===== config.mk =====
export PLATFORM = sky130hd
export DESIGN_NAME = dac_adc_sweep_ctrl_flat
export DESIGN_NICKNAME = d
export VERILOG_FILES = /design/src/rtl/dac_adc_sweep_ctrl_if.sv /design/src/rtl/dac_adc_sweep_ctrl.sv /design/src/flat_wrapper.sv
export SDC_FILE = /design/constraint.sdc
export NUM_CORES = 1
export LEC_CHECK = 0
export BUFFER_PORTS_ARGS = -buffer_cell sky130_fd_sc_hd__buf_4
export CAP_MARGIN = 10
export CELL_PAD_IN_SITES_DETAIL_PLACEMENT = 0
export CELL_PAD_IN_SITES_GLOBAL_PLACEMENT = 1
export CORE_MARGIN = 3
export CORE_UTILIZATION = 49
export CTS_CLUSTER_DIAMETER = 30
export DETAILED_ROUTE_END_ITERATION = 6
export PLACE_DENSITY = 0.9
export SLEW_MARGIN = 20
export SYNTH_ARGS = -nofsm -noshare
export SYNTH_HDL_FRONTEND = slang
export SYNTH_SLANG_ARGS = --single-unit

===== constraint.sdc =====
create_clock -name clk_i -period 8.02 [get_ports clk_i]
set_input_delay 1.604 -clock clk_i [delete_from_list [all_inputs] [get_ports clk_i]]
set_output_delay 1.604 -clock clk_i [all_outputs]
set_load 0.005 [all_outputs]

===== src/rtl/dac_adc_sweep_ctrl_if.sv =====
// Stream/handshake bundle between the sweep sequencer, its host, the SPI DAC/ADC engines
// and the result consumer. Signal suffixes are from the sequencer's point of view.
interface dac_adc_sweep_ctrl_if #(
  parameter int VW = 12,
  parameter int NW = 7,
  parameter int SW = 29
);
  logic          start_i;
  logic          abort_i;
  logic [VW-1:0] code_start_i;
  logic [VW-1:0] code_step_i;
  logic [NW-1:0] nsteps_i;
  logic [SW-1:0] settle_i;
  logic          stdac_o;
  logic [VW-1:0] dac_code_o;
  logic          eodac_i;
  logic          stadc_o;
  logic          eoadc_i;
  logic [VW-1:0] adc_data_i;
  logic          res_valid_o;
  logic          res_ready_i;
  logic [VW-1:0] res_code_o;
  logic [VW-1:0] res_data_o;
  logic          busy_o;
  logic          done_o;

  modport master (
    input  start_i, abort_i, code_start_i, code_step_i, nsteps_i, settle_i,
    input  eodac_i, eoadc_i, adc_data_i, res_ready_i,
    output stdac_o, dac_code_o, stadc_o, res_valid_o, res_code_o, res_data_o,
    output busy_o, done_o
  );

  modport slave (
    output start_i, abort_i, code_start_i, code_step_i, nsteps_i, settle_i,
    output eodac_i, eoadc_i, adc_data_i, res_ready_i,
    input  stdac_o, dac_code_o, stadc_o, res_valid_o, res_code_o, res_data_o,
    input  busy_o, done_o
  );
endinterface


===== src/rtl/dac_adc_sweep_ctrl.sv =====
// Bolometer DAC/ADC sweep sequencer: steps the DAC code over N points, settles, averages
// 2**AVG_LOG2 ADC conversions per point and streams one (code, data) result per point.
module dac_adc_sweep_ctrl #(
  parameter int VW       = 12,
  parameter int NW       = 7,
  parameter int SW       = 29,
  parameter int AVG_LOG2 = 2
) (
  input  logic                 clk_i,
  input  logic                 rst_i,
  dac_adc_sweep_ctrl_if.master bus
);
  localparam int          AW      = VW + AVG_LOG2;
  localparam int unsigned NSAMP   = 2 ** AVG_LOG2;
  localparam int          CW      = AVG_LOG2 + 1;
  localparam logic [CW-1:0] NSAMP_L = CW'(NSAMP);

  typedef enum logic [3:0] {
    S_IDLE, S_LOAD, S_DAC_ST, S_DAC_WAIT, S_SETTLE,
    S_ADC_ST, S_ADC_WAIT, S_OUT, S_NEXT, S_FIN
  } state_e;

  state_e        state_q, state_d;
  logic [VW-1:0] cfg_start_q, cfg_start_d;
  logic [VW-1:0] cfg_step_q, cfg_step_d;
  logic [NW-1:0] cfg_n_q, cfg_n_d;
  logic [SW-1:0] cfg_settle_q, cfg_settle_d;
  logic [VW-1:0] code_q, code_d;
  logic [NW-1:0] pts_q, pts_d;
  logic [AW-1:0] acc_q, acc_d;
  logic [CW-1:0] cnt_q, cnt_d;
  logic [SW-1:0] settle_q, settle_d;
  logic          stdac_q, stdac_d;
  logic          stadc_q, stadc_d;
  logic          busy_q, busy_d;
  logic          done_q, done_d;
  logic          res_valid_q, res_valid_d;
  logic [VW-1:0] res_code_q, res_code_d;
  logic [VW-1:0] res_data_q, res_data_d;

  logic [VW:0]   code_sum_s;
  logic [VW-1:0] code_sat_s;
  logic [NW-1:0] pts_inc_s;
  logic [CW-1:0] cnt_inc_s;

  // Next-state, datapath and registered-output decode
  always_comb begin
    state_d      = state_q;
    cfg_start_d  = cfg_start_q;
    cfg_step_d   = cfg_step_q;
    cfg_n_d      = cfg_n_q;
    cfg_settle_d = cfg_settle_q;
    code_d       = code_q;
    pts_d        = pts_q;
    acc_d        = acc_q;
    cnt_d        = cnt_q;
    settle_d     = settle_q;
    code_sum_s   = {1'b0, code_q} + {1'b0, cfg_step_q};
    code_sat_s   = code_sum_s[VW] ? {VW{1'b1}} : code_sum_s[VW-1:0];
    pts_inc_s    = pts_q + 1'b1;
    cnt_inc_s    = cnt_q + 1'b1;

    case (state_q)
      S_IDLE: begin
        if (bus.start_i) begin
          cfg_start_d  = bus.code_start_i;
          cfg_step_d   = bus.code_step_i;
          cfg_n_d      = bus.nsteps_i;
          cfg_settle_d = bus.settle_i;
          state_d      = S_LOAD;
        end else begin
          state_d = S_IDLE;
        end
      end
      S_LOAD: begin
        code_d = cfg_start_q;
        pts_d  = '0;
        acc_d  = '0;
        cnt_d  = '0;
        if (bus.abort_i || (cfg_n_q == '0)) begin
          state_d = S_FIN;
        end else begin
          state_d = S_DAC_ST;
        end
      end
      S_DAC_ST: state_d = bus.abort_i ? S_FIN : S_DAC_WAIT;
      // An abort here must still let the DAC write complete before leaving
      S_DAC_WAIT: begin
        if (bus.eodac_i) begin
          settle_d = cfg_settle_q;
          state_d  = bus.abort_i ? S_FIN : S_SETTLE;
        end else begin
          state_d = S_DAC_WAIT;
        end
      end
      S_SETTLE: begin
        if (bus.abort_i) begin
          state_d = S_FIN;
        end else if (settle_q == '0) begin
          state_d = S_ADC_ST;
        end else begin
          settle_d = settle_q - 1'b1;
          state_d  = S_SETTLE;
        end
      end
      S_ADC_ST: state_d = bus.abort_i ? S_FIN : S_ADC_WAIT;
      S_ADC_WAIT: begin
        if (bus.eoadc_i) begin
          acc_d = acc_q + AW'(bus.adc_data_i);
          cnt_d = cnt_inc_s;
          if (bus.abort_i) begin
            state_d = S_FIN;
          end else if (cnt_inc_s == NSAMP_L) begin
            state_d = S_OUT;
          end else begin
            state_d = S_ADC_ST;
          end
        end else begin
          state_d = S_ADC_WAIT;
        end
      end
      S_OUT: begin
        if (bus.abort_i) begin
          state_d = S_FIN;
        end else if (bus.res_ready_i) begin
          state_d = S_NEXT;
        end else begin
          state_d = S_OUT;
        end
      end
      S_NEXT: begin
        if (bus.abort_i) begin
          state_d = S_FIN;
        end else begin
          pts_d = pts_inc_s;
          acc_d = '0;
          cnt_d = '0;
          if (pts_inc_s == cfg_n_q) begin
            state_d = S_FIN;
          end else begin
            code_d  = code_sat_s;
            state_d = S_DAC_ST;
          end
        end
      end
      S_FIN:   state_d = S_IDLE;
      default: state_d = S_IDLE;
    endcase

    // Outputs are decoded from the next state so they are registered yet state-aligned
    stdac_d     = (state_d == S_DAC_ST);
    stadc_d     = (state_d == S_ADC_ST);
    busy_d      = (state_d != S_IDLE);
    done_d      = (state_q == S_FIN);
    res_valid_d = (state_d == S_OUT);
    if ((state_d == S_OUT) && (state_q != S_OUT)) begin
      res_code_d = code_q;
      res_data_d = acc_d[AW-1 -: VW];
    end else begin
      res_code_d = res_code_q;
      res_data_d = res_data_q;
    end
  end

  // State, configuration, datapath and output registers
  always_ff @(posedge clk_i or negedge rst_i) begin
    if (!rst_i) begin
      state_q      <= S_IDLE;
      cfg_start_q  <= '0;
      cfg_step_q   <= '0;
      cfg_n_q      <= '0;
      cfg_settle_q <= '0;
      code_q       <= '0;
      pts_q        <= '0;
      acc_q        <= '0;
      cnt_q        <= '0;
      settle_q     <= '0;
      stdac_q      <= 1'b0;
      stadc_q      <= 1'b0;
      busy_q       <= 1'b0;
      done_q       <= 1'b0;
      res_valid_q  <= 1'b0;
      res_code_q   <= '0;
      res_data_q   <= '0;
    end else begin
      state_q      <= state_d;
      cfg_start_q  <= cfg_start_d;
      cfg_step_q   <= cfg_step_d;
      cfg_n_q      <= cfg_n_d;
      cfg_settle_q <= cfg_settle_d;
      code_q       <= code_d;
      pts_q        <= pts_d;
      acc_q        <= acc_d;
      cnt_q        <= cnt_d;
      settle_q     <= settle_d;
      stdac_q      <= stdac_d;
      stadc_q      <= stadc_d;
      busy_q       <= busy_d;
      done_q       <= done_d;
      res_valid_q  <= res_valid_d;
      res_code_q   <= res_code_d;
      res_data_q   <= res_data_d;
    end
  end

  assign bus.stdac_o     = stdac_q;
  assign bus.dac_code_o  = code_q;
  assign bus.stadc_o     = stadc_q;
  assign bus.res_valid_o = res_valid_q;
  assign bus.res_code_o  = res_code_q;
  assign bus.res_data_o  = res_data_q;
  assign bus.busy_o      = busy_q;
  assign bus.done_o      = done_q;
endmodule


===== src/flat_wrapper.sv =====
// flat-port wrapper written by rule: the top's interface ports become plain ports
module dac_adc_sweep_ctrl_flat 
#(
  parameter int VW       = 12,
  parameter int NW       = 7,
  parameter int SW       = 29,
  parameter int AVG_LOG2 = 2
)
  (clk_i, rst_i, bus_start_i, bus_abort_i, bus_code_start_i, bus_code_step_i, bus_nsteps_i, bus_settle_i, bus_eodac_i, bus_eoadc_i, bus_adc_data_i, bus_res_ready_i, bus_stdac_o, bus_dac_code_o, bus_stadc_o, bus_res_valid_o, bus_res_code_o, bus_res_data_o, bus_busy_o, bus_done_o);
  dac_adc_sweep_ctrl_if #(.VW(VW), .NW(NW), .SW(SW)) bus_i ();
  input  logic clk_i;
  input  logic rst_i;
  input wire logic [$bits(bus_i.start_i)-1:0] bus_start_i;
  input wire logic [$bits(bus_i.abort_i)-1:0] bus_abort_i;
  input wire logic [$bits(bus_i.code_start_i)-1:0] bus_code_start_i;
  input wire logic [$bits(bus_i.code_step_i)-1:0] bus_code_step_i;
  input wire logic [$bits(bus_i.nsteps_i)-1:0] bus_nsteps_i;
  input wire logic [$bits(bus_i.settle_i)-1:0] bus_settle_i;
  input wire logic [$bits(bus_i.eodac_i)-1:0] bus_eodac_i;
  input wire logic [$bits(bus_i.eoadc_i)-1:0] bus_eoadc_i;
  input wire logic [$bits(bus_i.adc_data_i)-1:0] bus_adc_data_i;
  input wire logic [$bits(bus_i.res_ready_i)-1:0] bus_res_ready_i;
  output wire logic [$bits(bus_i.stdac_o)-1:0] bus_stdac_o;
  output wire logic [$bits(bus_i.dac_code_o)-1:0] bus_dac_code_o;
  output wire logic [$bits(bus_i.stadc_o)-1:0] bus_stadc_o;
  output wire logic [$bits(bus_i.res_valid_o)-1:0] bus_res_valid_o;
  output wire logic [$bits(bus_i.res_code_o)-1:0] bus_res_code_o;
  output wire logic [$bits(bus_i.res_data_o)-1:0] bus_res_data_o;
  output wire logic [$bits(bus_i.busy_o)-1:0] bus_busy_o;
  output wire logic [$bits(bus_i.done_o)-1:0] bus_done_o;
  assign bus_i.start_i = bus_start_i;
  assign bus_i.abort_i = bus_abort_i;
  assign bus_i.code_start_i = bus_code_start_i;
  assign bus_i.code_step_i = bus_code_step_i;
  assign bus_i.nsteps_i = bus_nsteps_i;
  assign bus_i.settle_i = bus_settle_i;
  assign bus_i.eodac_i = bus_eodac_i;
  assign bus_i.eoadc_i = bus_eoadc_i;
  assign bus_i.adc_data_i = bus_adc_data_i;
  assign bus_i.res_ready_i = bus_res_ready_i;
  assign bus_stdac_o = bus_i.stdac_o;
  assign bus_dac_code_o = bus_i.dac_code_o;
  assign bus_stadc_o = bus_i.stadc_o;
  assign bus_res_valid_o = bus_i.res_valid_o;
  assign bus_res_code_o = bus_i.res_code_o;
  assign bus_res_data_o = bus_i.res_data_o;
  assign bus_busy_o = bus_i.busy_o;
  assign bus_done_o = bus_i.done_o;
  dac_adc_sweep_ctrl #(.VW(VW), .NW(NW), .SW(SW), .AVG_LOG2(AVG_LOG2)) u_core (.clk_i(clk_i), .rst_i(rst_i), .bus(bus_i));
endmodule

==> impl_metrics.toml <==
[place]
port_buffers = 119
place.gp.congestion = 0.844
dp_hpwl_microns = 12400

[clock_tree]
cts_tree = "done"
post_cts_buffers = 0
insertion_delay_ns = 0.42
cts_num_sinks = 158
cts_hold_buf = 0
path_clk_slew_ns = 0.06
clockBufferDepth = 2
htreeDepth = 4
post_cts_resized = 0
cts_made_buffers = 17
cts-root-buf = "clkbuf_16"

[logic_synthesis]
synth-edff-count = 0
ys_seq_area_share_pct = 47.4
synth_area_leaders = "dfrtp_1 (47%), mux2_2 (10%), ha_1 (4.2%)"
synth_ff_type = "dfrtp_1"
async_flop_share_pct = 100
avgSynthCellArea_sq_um = 10.5
ys_seq_elements = 158
synth_warnings = 0
synth_nets = 906
synth_top_area_cell = "dfrtp_1"
syn_area_sq_um = 8340
synthCells = 797
yosysUniqueCellTypes = 58
netlist.area_leader.share_pct = 47.4

[worst_setup_path]
r2r_start = "u_core.settle_q[6]"
crit_type = "reg -> reg"
rrSetupSlack_ns = 4.38
cpMaxStageDelayCell = "or4_4"
slowest_delay_ns = 0.59
cp.buffers_inverters = 0
crit_family = "simple AND/OR/NAND/NOR gates"
path_max_fanout = 24
critical_path_required_ns = 8.32
crit_arrival_ns = 3.95
crit_chain = "or4_4 > or4_4 > or4_4 > o21ba_2 > nand3b_4 > nand4_4 > mux2_4"
cp_common_cell = "or4_4"
ff2ff_path_depth = 7
r2r-end = "u_core.bus.res_code_o[7]"
start_kind = "register"
critPathCaptureType = "register"

[drt]
vias = 6326
viasPerCell = 5.55
drt_first_pass_iters = 5
drt_iter0_drc = 400
wl_per_cell_microns = 15.8
ant_nets = 0
drc = 0
wirelength_microns = 18000

[cells_and_area]
syn_to_final_growth_pct = 20.5
final_common_cell = "dfrtp_1"
drive_gt1_share_pct = 28.8
antennaDiodeCount = 0
multi_input_area_sq_um = 4170
layout_common_cells = "dfrtp_1 (158), buf_4 (123), mux2_2 (76), o21ai_0 (66), a21oi_1 (62)"
post-route-util_pct = 60.4
fillers = 1435
nets = 1015
seq_area_sq_um = 3950

[die]
num_rows = 47
die_x_microns = 136
dieArea_sq_um = 18600
initial_core_util_pct = 50.1
die_h_microns = 136
core_area_sq_um = 16600
io_pins = 120

[pwr]
internal-power_mw = 2.35
swShare_pct = 34.1
p_comb_share_pct = 37.7
powerDensity_nw_per_um2 = 356
peakVddDrop_uv = 217
power.switching_mw = 1.22
power.clock.fraction_pct = 24.3
power_leakage_nw = 4.63
p_seq_share_pct = 38.1

[worst_hold_path]
worstHoldPathType = "reg -> reg"
min_to = "u_core.cnt_q[2]"
hold_path_depth = 2
hp-start = "u_core.cnt_q[2]"

[timing]
rsz0062_at_grt = "no"
clock.fmax_mhz = 274
hold_violations = 0
setup_viol = 0
slew_headroom_pct = 32.7
maxSlewViolCount = 0
period_share_pct = 45.4
clock_skew_ns = 0.0171
worst_slew_pin_slew_ns = 1.01
min_period_ns = 3.64
tns_ns = 0

[flow_run]
drv_cap = 0

[grt]
overflow = 0
grt_pass1_wl_microns = 30400
track_usage_pct = 20.4
grt_start_max_net_pins = 89
antenna_found_initial = 0
grt_pass1_vias = 6101

[status]
status = "completed"
-- cell families (layout without fill, tap and decap cells) --
family | count (synthesis) | after routing | share of synthesized area (%)
flops | 158 | 158 | 47.4
xor+xnor | 31 | 31 | 3.60
fa+ha+maj | 30 | 30 | 4.68
simple gates | 230 | 230 | 13.7
mux | 99 | 99 | 14.2
buf+inv | 55 | 177 | 2.66
compound gates | 194 | 194 | 13.8
-- how the worst max path moves through the flow --
stage	start	end	slack (ns)	depth (start not counted)
finish	u_core.settle_q[6]	u_core.bus.res_code_o[7]	4.38	7
floorplan	bus_adc_data_i[0]	u_core.bus.res_data_o[10]	4.48	9
global placement	bus_start_i	u_core.bus.res_code_o[9]	4.01	8
CTS	bus_start_i	u_core.bus.res_code_o[8]	4.34	8
detailed placement	bus_start_i	u_core.bus.res_code_o[8]	3.89	8
global route	u_core.settle_q[6]	u_core.settle_q[27]	4.04	7
-- state kept, by name, summed over array words and instances (netlist names), 3 cells and up --
name                   count
u_core.bus.res_code_o     12
u_core.bus.res_data_o     12
u_core.pts_q               7
u_core.state_q             4
u_core.settle_q           29
u_core.cfg_start_q        12
u_core.cfg_n_q             7
u_core.cfg_settle_q       29
u_core.acc_q              14
u_core.cfg_step_q         12
u_core.cnt_q               3
u_core.bus.dac_code_o     12
-- worst reg2reg max path, stage by stage, from the launching register on --
cell	delay (ns)
dfrtp_1	0.46
or4_4	0.57
or4_4	0.48
or4_4	0.59
o21ba_2	0.27
nand3b_4	0.10
nand4_4	0.52
mux2_4	0.53
-- cell usage after synthesis (3+ instances only) --
master / instances
nor2_1: 61
ha_1: 28
a31oi_1: 6
nand3_1: 30
mux2_2: 76
clkbuf_1: 32
xnor2_1: 14
nor3_1: 28
a22oi_1: 7
or4_4: 3
inv_1: 21
o21ai_0: 66
a21o_1: 8
o21a_1: 4
a211oi_1: 8
xor2_1: 15
nand2_1: 57
mux2i_1: 3
and2_1: 5
nor2b_1: 7
o31ai_1: 5
mux2_4: 20
or3_1: 6
nor4_1: 5
nand2b_1: 9
a21oi_1: 62
o22ai_1: 6
o31a_1: 3
or2_2: 3
and3_1: 3
dfrtp_1: 158
-- stage by stage --
step	hold WS, ns	power [mW]	instance area, sq um	cells	setup WS, ns
6_report	0.485	3.57	10100	1139	4.38
5_1_grt	0.512	3.84	10100	1139	4.04
4_1_cts	0.488	3.60	10100	1139	4.34
3_5_place_dp	0.472	2.72	9410	1107	3.89
3_3_place_gp	0.460	2.68	9410	1107	4.01
2_1_floorplan	0.439	2.32	8340	797	4.48
-- routing by layer --
layer	track usage (%)	part of all wire, %
met5	0	0
met4	6.89	1.8
met3	4.37	5.2
met2	30.8	46
met1	29.3	47
-- layout make-up --
| type | count | share of cell area, % |
|---|---|---|
| Tap cell | 220 | 2.74 |
| Clock buffer | 20 | 4.54 |
| Multi-Input combinational cell | 584 | 41.5 |
| Inverter | 21 | 0.784 |
| Clock inverter | 12 | 1.82 |
| Sequential cell | 158 | 39.3 |
| Timing Repair Buffer | 124 | 9.30 |
-- power by group through the flow --
stage / sequential (mW) / combinational (mW) / clock (mW)
floorplan: 1.29 / 1.04 / 0
global placement: 1.36 / 1.32 / 0
detailed placement: 1.37 / 1.35 / 0
CTS: 1.36 / 1.36 / 0.887
global route: 1.41 / 1.51 / 0.918
finish: 1.36 / 1.35 / 0.868
Note: power is estimated with default switching activity, not from simulation.
